==> config.mk <==
export PLATFORM = sky130hd
export DESIGN_NAME = fetch_unit
export DESIGN_NICKNAME = d
export VERILOG_FILES = /design/src/rtl/fetch_unit_pkg.sv /design/src/rtl/fetch_unit.sv
export SDC_FILE = /design/constraint.sdc
export NUM_CORES = 1
export LEC_CHECK = 0
export ABC_AREA = 1
export ABC_CLOCK_PERIOD_IN_PS = 4200
export CAP_MARGIN = 20
export CORE_MARGIN = 2
export CORE_UTILIZATION = 30
export CTS_CLUSTER_SIZE = 30
export DETAILED_ROUTE_END_ITERATION = 8
export GPL_TIMING_DRIVEN = 0
export SKIP_CTS_REPAIR_TIMING = 1
export SYNTH_ARGS = -nofsm -noshare
export SYNTH_HDL_FRONTEND = slang
export SYNTH_SLANG_ARGS = --single-unit
==> constraint.sdc <==
create_clock -name clk -period 4.2 [get_ports clk]
set_clock_uncertainty 0.15 [all_clocks]
set_input_delay 0.42 -clock clk [delete_from_list [all_inputs] [get_ports clk]]
set_output_delay 0.42 -clock clk [all_outputs]
set_load 0.02 [all_outputs]
==> src/rtl/fetch_unit_pkg.sv <==
// Shared definitions for the instruction-fetch stage: word width, state encoding and
// default reset/interrupt vectors and the memory fill word that halts fetching.
package fetch_unit_pkg;

   localparam int unsigned WORD_W = 16;

   typedef logic [WORD_W-1:0] word_t;

   localparam word_t DEF_RESET_VEC = 16'h0001;
   localparam word_t DEF_IRQ_VEC   = 16'h0000;
   localparam word_t DEF_HALT_WORD = 16'hFFFF;

   localparam logic [1:0] S_BOOT = 2'd0;
   localparam logic [1:0] S_RUN  = 2'd1;
   localparam logic [1:0] S_HALT = 2'd2;

endpackage

==> src/rtl/fetch_unit.sv <==
// Instruction-fetch stage: owns the PC, pairs each memory word with its address, handles
// stall/redirect/halt. Interrupt entry and IRET are present only when FETCH_IRQ_EN is defined.
module fetch_unit
   import fetch_unit_pkg::*;
#(
   parameter word_t RESET_VEC = DEF_RESET_VEC,
   parameter word_t IRQ_VEC   = DEF_IRQ_VEC,
   parameter word_t HALT_WORD = DEF_HALT_WORD
) (
   input  logic        clk,
   input  logic        rst_n,
   output logic [15:0] PC,
   input  logic [15:0] INSTR,
   output logic [15:0] IF_INSTR,
   output logic [15:0] IF_PC,
   output logic        IF_VALID,
   input  logic        STALL,
   input  logic        BR_TAKEN,
   input  logic [15:0] BR_TARGET,
   input  logic        IRQ,
   input  logic        IRET,
   output logic        IRQ_ACK,
   output logic        HALTED
);

   logic [1:0]  state_q, state_d;
   logic [15:0] pc_q;
   logic        valid_q, valid_d;
   logic        halted_q, halted_d;
   logic        irq_ack_q, irq_ack_d;
   logic        irq_take;
   logic        halt_irq;
   logic        iret_take;
   logic [15:0] epc;
   logic        is_halt;

`ifdef FETCH_IRQ_EN
   logic [15:0] epc_q, epc_d;
   logic        mask_q, mask_d;

   assign irq_take  = IRQ & ~mask_q & ~STALL & ~BR_TAKEN & ~IRET & valid_q & (state_q == S_RUN);
   assign halt_irq  = IRQ & ~mask_q & ~BR_TAKEN & (state_q == S_HALT);
   assign iret_take = IRET & ~BR_TAKEN & (state_q == S_RUN);
   assign epc       = epc_q;

   // The killed instruction's address is saved so IRET replays it.
   always_comb begin
      epc_d  = epc_q;
      mask_d = mask_q;
      if (irq_take || halt_irq) begin
         epc_d  = pc_q;
         mask_d = 1'b1;
      end else if (iret_take) begin
         mask_d = 1'b0;
      end
   end

   always_ff @(posedge clk or negedge rst_n) begin
      if (!rst_n) begin
         epc_q  <= 16'h0000;
         mask_q <= 1'b0;
      end else begin
         epc_q  <= epc_d;
         mask_q <= mask_d;
      end
   end
`else
   logic [1:0] unused_irq;

   assign unused_irq = {IRQ, IRET};
   assign irq_take   = 1'b0;
   assign halt_irq   = 1'b0;
   assign iret_take  = 1'b0;
   assign epc        = 16'h0000;
`endif

   assign is_halt = valid_q & (INSTR == HALT_WORD);

   always_comb begin
      PC = RESET_VEC;
      unique case (state_q)
         S_RUN: begin
            if (BR_TAKEN)       PC = BR_TARGET;
            else if (iret_take) PC = epc;
            else if (irq_take)  PC = IRQ_VEC;
            else if (STALL)     PC = pc_q;
            else                PC = pc_q + 16'd1;
         end
         // A resuming redirect fetches its target in the exit cycle.
         S_HALT: begin
            if (BR_TAKEN)      PC = BR_TARGET;
            else if (halt_irq) PC = IRQ_VEC;
            else               PC = pc_q;
         end
         default: PC = RESET_VEC;
      endcase
   end

   always_comb begin
      state_d   = state_q;
      valid_d   = valid_q;
      halted_d  = halted_q;
      irq_ack_d = irq_take | halt_irq;
      unique case (state_q)
         S_BOOT: begin
            state_d = S_RUN;
            valid_d = 1'b1;
         end
         S_RUN: begin
            if (is_halt && !BR_TAKEN && !iret_take && !irq_take) begin
               state_d  = S_HALT;
               halted_d = 1'b1;
            end
         end
         S_HALT: begin
            if (BR_TAKEN || halt_irq) begin
               state_d  = S_RUN;
               halted_d = 1'b0;
            end
         end
         default: state_d = S_BOOT;
      endcase
   end

   always_ff @(posedge clk or negedge rst_n) begin
      if (!rst_n) begin
         state_q   <= S_BOOT;
         pc_q      <= RESET_VEC;
         valid_q   <= 1'b0;
         halted_q  <= 1'b0;
         irq_ack_q <= 1'b0;
      end else begin
         state_q   <= state_d;
         pc_q      <= PC;
         valid_q   <= valid_d;
         halted_q  <= halted_d;
         irq_ack_q <= irq_ack_d;
      end
   end

   assign IF_INSTR = INSTR;
   assign IF_PC    = pc_q;
   assign IF_VALID = valid_q & (state_q == S_RUN) & ~is_halt & ~BR_TAKEN & ~iret_take
                     & ~irq_take;
   assign IRQ_ACK  = irq_ack_q;
   assign HALTED   = halted_q;

endmodule

Yosys cells after proc, flatten, opt, wreduce, memory -nomap -nowiden
Cells that the tools add are included.
{"block": "classes", "addsub": 1, "eq_ne": 5, "n_mux": 10, "n_bitwise": 6, "n_reduce_logical": 6}
{"operator": "$mux 16", "n": 3}
{"operator": "$pmux 16 s2", "n": 1}
{"operator": "$add 16x1->16 const B", "n": 1}
{"operator": "$eq 16x16->1 const B", "n": 1}
{"operator": "$pmux 2 s3", "n": 1}
{"operator": "$and 1x1->1", "n": 4}
{"operator": "$mux 2", "n": 2}
{"operator": "$ne 2x2->1 const B", "n": 2}
{"operator": "$reduce_and 3->1", "n": 1}
{"operator": "$eq 2x1->1 const B", "n": 1}
{"operator": "$eq 2x2->1 const B", "n": 1}
{"operator": "$logic_not 2->1", "n": 1}
{"operator": "$mux 1", "n": 2}
{"operator": "$not 1->1", "n": 2}
{"operator": "$pmux 1 s2", "n": 1}
{"operator": "$reduce_and 2->1", "n": 1}
{"operator": "$reduce_bool 2->1", "n": 1}
{"operator": "$logic_and 1x1->1", "n": 1}
{"operator": "$logic_not 1->1", "n": 1}
{"block": "word_totals", "register_bits": 20, "in_bits": 38, "output_inout_bits": 51, "word_cells": 32}

Longest topological paths before layout
Gate-level depths: netlist of run 1.
{"block": "logic_depth", "word_depth": 5, "depth_mapped": 10, "depth_no_buf": 10}

Worst setup path before layout of run 1
No wires, ideal clock.
{"block": "synth_path", "kind": "register -> output", "start": "register state_q[0]", "end": "output PC[2]", "arrival_time_ps": 1794, "required_time_ps": 3630, "path_slack_ps": 1836, "path_stages_with_launch": 7, "path_buffers": 0, "cell_sequence": "dfrtp_1 inv_1 ha_1 inv_1 nor2_2 o21ai_0 a311oi_1"}
{"block": "synth_between", "elab_chain_cells": 2, "word_cells_on_any_way": 3, "cone_classes": "eq/ne: 2; mux: 1"}
{"item": "start, declared", "line_no": "fetch_unit.sv:26", "rtl": "logic [1:0] state_q, state_d;"}
{"item": "start signal, assigned", "line_no": "fetch_unit.sv:133", "rtl": "state_q <= state_d;"}
{"item": "$eq 2x2->1 or $eq 2x1->1 (tied branches)", "line_no": "fetch_unit.sv:81", "rtl": "unique case (state_q)"}
{"item": "$pmux 16 s2 *", "line_no": "fetch_unit.sv:81"}
{"item": "end, declared", "line_no": "fetch_unit.sv:12", "rtl": "output logic [15:0] PC,"}
Every way passes the cells marked *; elsewhere a longest branch is shown, timed or not.

Worst setup path in the final report of run 1
{"block": "layout_path", "start": "register state_q[0]", "end": "output PC[7]"}
Same word-level chain as after synthesis.

==> impl_metrics.csv, run 1 <==
group,metric,value,unit
final_layout,final_cell_mix,"clkdlybuf4s50_1, nand2_1, nor2_1",
global_routing,grt_pass1_vias,1803,
detailed_routing,wl_per_cell,13.9,um
status,status,"finished clean",
sta,tns,0,ns
clock_network,clock_sinks,20,
critical_path,cp-end-kind,"output port",
critical_path,path_class,"reg2out",
logic_synthesis,synth_ff_type,"dfrtp_1",
logic_synthesis,synth_seq_cells,20,
clock_network,htreeDepth,1,
power_and_ir_drop,pwr_density_cell,379,nW/um2
detailed_routing,wl,5.59,mm
sta,holdWs,0.343,ns
floorplan,initial_core_util,31.0,%
logic_synthesis,async_flop_share,100,%
critical_path,timing.rr.start,"state_q[0]",
logic_synthesis,synth.distinct_cells,38,
clock_network,cts_buffers,3,
clock_network,root_buffer,"clkbuf_8",
detailed_routing,antenna_left,0,
logic_synthesis,ys_seq_area_share,29.4,%
sta,fin_crit_sh,78.5,%
logic_synthesis,synth.avg_cell_area,7.08,um2
power_and_ir_drop,p_leak,1.11,nW
floorplan,die_h,79.4,um
placement,place.gp.congestion,0.857,
sta,finalHoldViolations,0,
global_routing,antenna_found_initial,0,
detailed_routing,via_per_inst,4.70,
clock_network,cts_tree,"built",
final_layout,drive_gt1_share,15.2,%
final_layout,syn2layout_area_growth,57.9,%
placement,dp_hpwl,4.42,mm
global_routing,grt_start_max_net_pins,21,
logic_synthesis,yosys_warnings,0,
sta,max_slew_margin,65.2,%
clock_network,clkLatencyLatePin,0.26,ns
clock_network,cts.path.max_buffers,2,
final_layout,layout_commonest_cell,"clkdlybuf4s50_1",
placement,pre_cts_ws,1.03,ns
clock_network,clk_pin_slew,0.08,ns
sta,max_freq,303,MHz
sta,setup_viol,0,
logic_synthesis,syn_inst,241,
floorplan,io-pin-count,89,
critical_path,cp_data_required_time,3.63,ns
sta,finalCriticalPeriod,3.30,ns
global_routing,overflow,0,
critical_path,cp-start-kind,"flop",
floorplan,dieArea,6300,um2
logic_synthesis,synth_edf_count,0,
critical_path,critical_path.startpoint,"state_q[0]",
detailed_routing,drtPass1Iterations,4,
sta,rsz0062_at_grt,"false",
hold_path,hp-class,"in2async",
floorplan,chipWidth,79.4,um
floorplan,core,5510,um2
power_and_ir_drop,peakVddDrop,0.202,mV
run,cap_violations,0,
logic_synthesis,syn_nets,284,
critical_path,worstPathMaxFanout,7,
logic_synthesis,synth_area,1710,um2
critical_path,cp.arrival,2.73,ns
global_routing,grt_pass1_wl,9.09,mm
final_layout,fillers,550,
detailed_routing,drc,0,
final_layout,n_antenna_cell,0,
placement,io_buffer_count,84,
sta,worst_pin_slew,0.523,ns
detailed_routing,drt_iter0_markers,136,
sta,layout_setup_ws,0.903,ns
sta,maxSlewViolCount,0,
floorplan,fp-row-count,27,
global_routing,gr-usage-all-layers,18.4,%
final_layout,nNetsFinal,374,
detailed_routing,vias,1891,
## cell type report
class / instances / area [um2] / area share [%]
buffer: 24 / 159 / 5.90
clock buffer: 4 / 45.0 / 1.67
timing repair buffer: 85 / 852 / 31.6
multi-input combinational: 172 / 950 / 35.3
tap: 72 / 90.1 / 3.35
inverter: 25 / 95.1 / 3.53
sequential: 20 / 502 / 18.6
## synthesized netlist by cell type (3+ instances only)
cell type  count  area (um2)
ha_1           5        62.6
nor2_1        24        90.1
buf_4         17         128
inv_1         21        78.8
a21oi_2        4        35.0
dfrtp_1       19         475
nor2_4         3        33.8
nand2_2        3        18.8
nand4_1        9        56.3
nand2_1       44         165
nand3_2        3        30.0
o21ai_0       15        75.1
nor3_1         4        20.0
nand3_1       19        95.1
buf_2          4        20.0
a21oi_1       15        75.1
## power breakdown
| part | internal (mW) | switching, mW | leakage [nW] |
|---|---|---|---|
| logic | 0.259 | 0.327 | 0.829 |
| clock network | 0.0676 | 0.0681 | 0.0228 |
| registers | 0.236 | 0.0629 | 0.258 |
| total | 0.562 | 0.458 | 1.11 |
## cells by family after synthesis
| kind of cell | after synthesis | synth area share [%] |
|---|---|---|
| AOI/OAI and AO/OA | 48 | 17.6 |
| adders and majority gates | 5 | 3.67 |
| buffers and inverters | 49 | 14.9 |
| DFF | 20 | 29.4 |
| other | 1 | 0.220 |
| and+or+nand+nor | 118 | 34.2 |
## state kept, by name, indices dropped and copies added, names as in the netlist
name	flops
state_q	2
valid_q	1
HALTED	1
IF_PC	16
## final timing paths
check | to | slack (ns) | cells after the start
setup reg to reg | IF_PC[7] | 2.13 | 6
setup / recovery | PC[7] | 0.90 | 7
max in group asynchronous | IF_PC[0] | 3.00 | 2
hold reg to reg | valid_q | 0.34 | 2
min in group clk | valid_q | 0.34 | 2
hold / removal | IF_PC[8] | 0.34 | 1
## per-stage QoR
stage / utilization, % / instances / instance area (um2) / power, mW
3_3_place_gp: 47.9 / 397 / 2640 / 0.884
5_1_grt: 48.9 / 402 / 2690 / 1.09
3_5_place_dp: 47.9 / 397 / 2640 / 0.889
2_1_floorplan: - / 241 / 1710 / 0.613
4_1_cts: 48.7 / 401 / 2680 / 1.03
6_report: 48.9 / 402 / 2690 / 1.02
## critical path, cell delays in order, from the launching register on
cell and delay, ns:
dfrtp_1 0.40, inv_1 0.08, ha_1 0.42, inv_1 0.22
nor2_2 0.24, o21ai_0 0.12, a311oi_1 0.32, clkdlybuf4s50_1 0.66
## layer usage
metal | wire length, um | GRT usage (%) | vias up
met2 | 2570 | 29.6 | 64
met4 | 57 | 2.59 | 0
met3 | 375 | 3.17 | 4
li1 | - | - | 979
met5 | 0 | 0 | -
met1 | 2590 | 26.4 | 844
No activity file was read; power rests on OpenSTA's default activity.
==> inputs of run 2 (changes only) <==
Settings changed: ABC_CLOCK_PERIOD_IN_PS 4200 to 3300.
Clock period 4.2 ns to 3.3 ns, I/O delays scaled along.
==> run 2 against run 1 <==
Effect of this change: clock power rose by 26%; global-route usage did not move; critical path type unchanged; critical endpoint is now PC[6]; largest power group unchanged; largest cell class unchanged; cell count did not move.
==> impl_metrics.csv, run 2 (synthesis results as in run 1) <==
group,metric,value,unit
power_and_ir_drop,peakVddDrop,0.256,mV
sta,max_freq,325,MHz
critical_path,cp_slowest_cell,"clkdlybuf4s50_1",
global_routing,gr-usage-all-layers,18.4,%
critical_path,reg2reg_to,"IF_PC[7]",
critical_path,path_buf_inv,3,
detailed_routing,highest_layer,"met4",
global_routing,grt_start_max_net_pins,21,
placement,place_area,2640,um2
sta,worst_pin_slew,0.537,ns
hold_path,hp-class,"in2async",
critical_path,reg2reg_depth,6,
detailed_routing,vias,1906,
final_layout,register_area,502,um2
final_layout,nNetsFinal,374,
clock_network,cts_buffers,3,
final_layout,fillers,550,
critical_path,cp_top_family,"buffers and inverters",
critical_path,worstPathMaxFanout,7,
sta,maxSlewViolCount,0,
critical_path,cpMostUsedCell,"inv_1",
final_layout,drive_gt1_share,15.5,%
detailed_routing,via_per_inst,4.74,
critical_path,regToRegSetupSlack,1.26,ns
clock_network,cts.path.max_buffers,2,
power_and_ir_drop,p_leak,1.15,nW
detailed_routing,antenna_left,0,
detailed_routing,drtPass1Iterations,4,
sta,fin_crit_sh,93.2,%
final_layout,largest_register_ffs,16,
detailed_routing,wl,5.61,mm
clock_network,clock_sinks,20,
global_routing,overflow,0,
placement,dp_hpwl,4.42,mm
critical_path,cp-end-kind,"output port",
clock_network,cts_tree,"built",
clock_network,clk_pin_slew,0.08,ns
final_layout,layout_commonest_cell,"clkdlybuf4s50_1",
clock_network,root_buffer,"clkbuf_8",
floorplan,fp-row-count,27,
floorplan,initial_core_util,31.0,%
final_layout,multi_input_area,950,um2
detailed_routing,drt_iter0_markers,132,
status,status,"finished clean",
final_layout,syn2layout_area_growth,58.5,%
detailed_routing,met2_length,2.57,mm
placement,place.gp.congestion,0.857,
placement,io_buffer_count,84,
detailed_routing,wl_per_cell,14.0,um
floorplan,chipWidth,79.4,um
sta,holdWs,0.253,ns
sta,rsz0062_at_grt,"false",
critical_path,slowest_delay,0.64,ns
critical_path,cp-start-kind,"flop",
final_layout,final_cell_mix,"clkdlybuf4s50_1, nand2_1, nor2_1",
global_routing,grt_pass1_vias,1803,
detailed_routing,drc,0,
clock_network,clkLatencyLatePin,0.26,ns
detailed_routing,wl_met1,2.63,mm
floorplan,core,5510,um2
critical_path,cp_data_required_time,2.82,ns
floorplan,die_h,79.4,um
power_and_ir_drop,pwr_density_cell,480,nW/um2
placement,pre_cts_ws,0.306,ns
critical_path,path_class,"reg2out",
floorplan,dieArea,6300,um2
floorplan,io-pin-count,89,
detailed_routing,wl_met3,380,um
sta,max_slew_margin,64.2,%
run,cap_violations,0,
sta,finalCriticalPeriod,3.08,ns
critical_path,cp.arrival,2.60,ns
global_routing,grt_pass1_wl,9.09,mm
critical_path,timing.rr.start,"state_q[0]",
sta,layout_setup_ws,0.224,ns
sta,setup_viol,0,
global_routing,antenna_found_initial,0,
clock_network,htreeDepth,1,
sta,finalHoldViolations,0,
critical_path,crit_chain,"inv_1 -> ha_1 -> inv_1 -> nor2_2 -> o221ai_1 -> a21oi_1 -> clkdlybuf4s50_1",
sta,tns,0,ns
final_layout,n_antenna_cell,0,
final_layout,post-route-cell-area,2700,um2
[run 2: metrics by stage]
step / util, % / total power, mW / cells
2_1_floorplan: - / 0.780 / 241
3_3_place_gp: 47.9 / 1.13 / 397
3_5_place_dp: 47.9 / 1.13 / 397
4_1_cts: 48.7 / 1.31 / 401
5_1_grt: 49.1 / 1.39 / 402
6_report: 49.1 / 1.30 / 402
[run 2: metal layers]
| layer | GRT usage, % | vias up |
|---|---|---|
| met5 | 0 | - |
| met4 | 2.59 | 0 |
| met3 | 3.17 | 2 |
| met2 | 29.6 | 68 |
| met1 | 26.4 | 859 |
| li1 | - | 977 |
[run 2: power by group]
| part | switching [mW] | leakage (nW) | total [mW] | internal, mW |
|---|---|---|---|---|
| Clock | 0.0864 | 0.0228 | 0.172 | 0.0861 |
| Sequential | 0.0799 | 0.258 | 0.380 | 0.301 |
| Combinational | 0.417 | 0.869 | 0.744 | 0.327 |
[run 2: final cells by class]
class                   instances  area share, %
well taps                      72           3.33
flip-flops and latches         20           18.6
clock buffers                   4           1.67
multi-input cells             172           35.1
plain buffers                  24           5.88
repair buffers                 85           31.8
inverters                      25           3.66
[run 2: how the worst max path moves through the flow]
stage,from,end,slack (ns),cells after the start
after floorplan,state_q[0],PC[2],1.03,6
after global placement,STALL,PC[9],0.33,9
after detailed placement,STALL,PC[9],0.31,9
after CTS,state_q[0],PC[7],0.04,7
after global routing,state_q[0],PC[6],0.02,7
final,state_q[0],PC[6],0.22,7
[run 2: worst register-to-register path: stages, from the launching register on]
cell and delay, ns:
dfrtp_1 0.40, inv_1 0.08, ha_1 0.41, inv_1 0.22, nor2_2 0.24, o21ai_0 0.12
a311oi_1 0.30
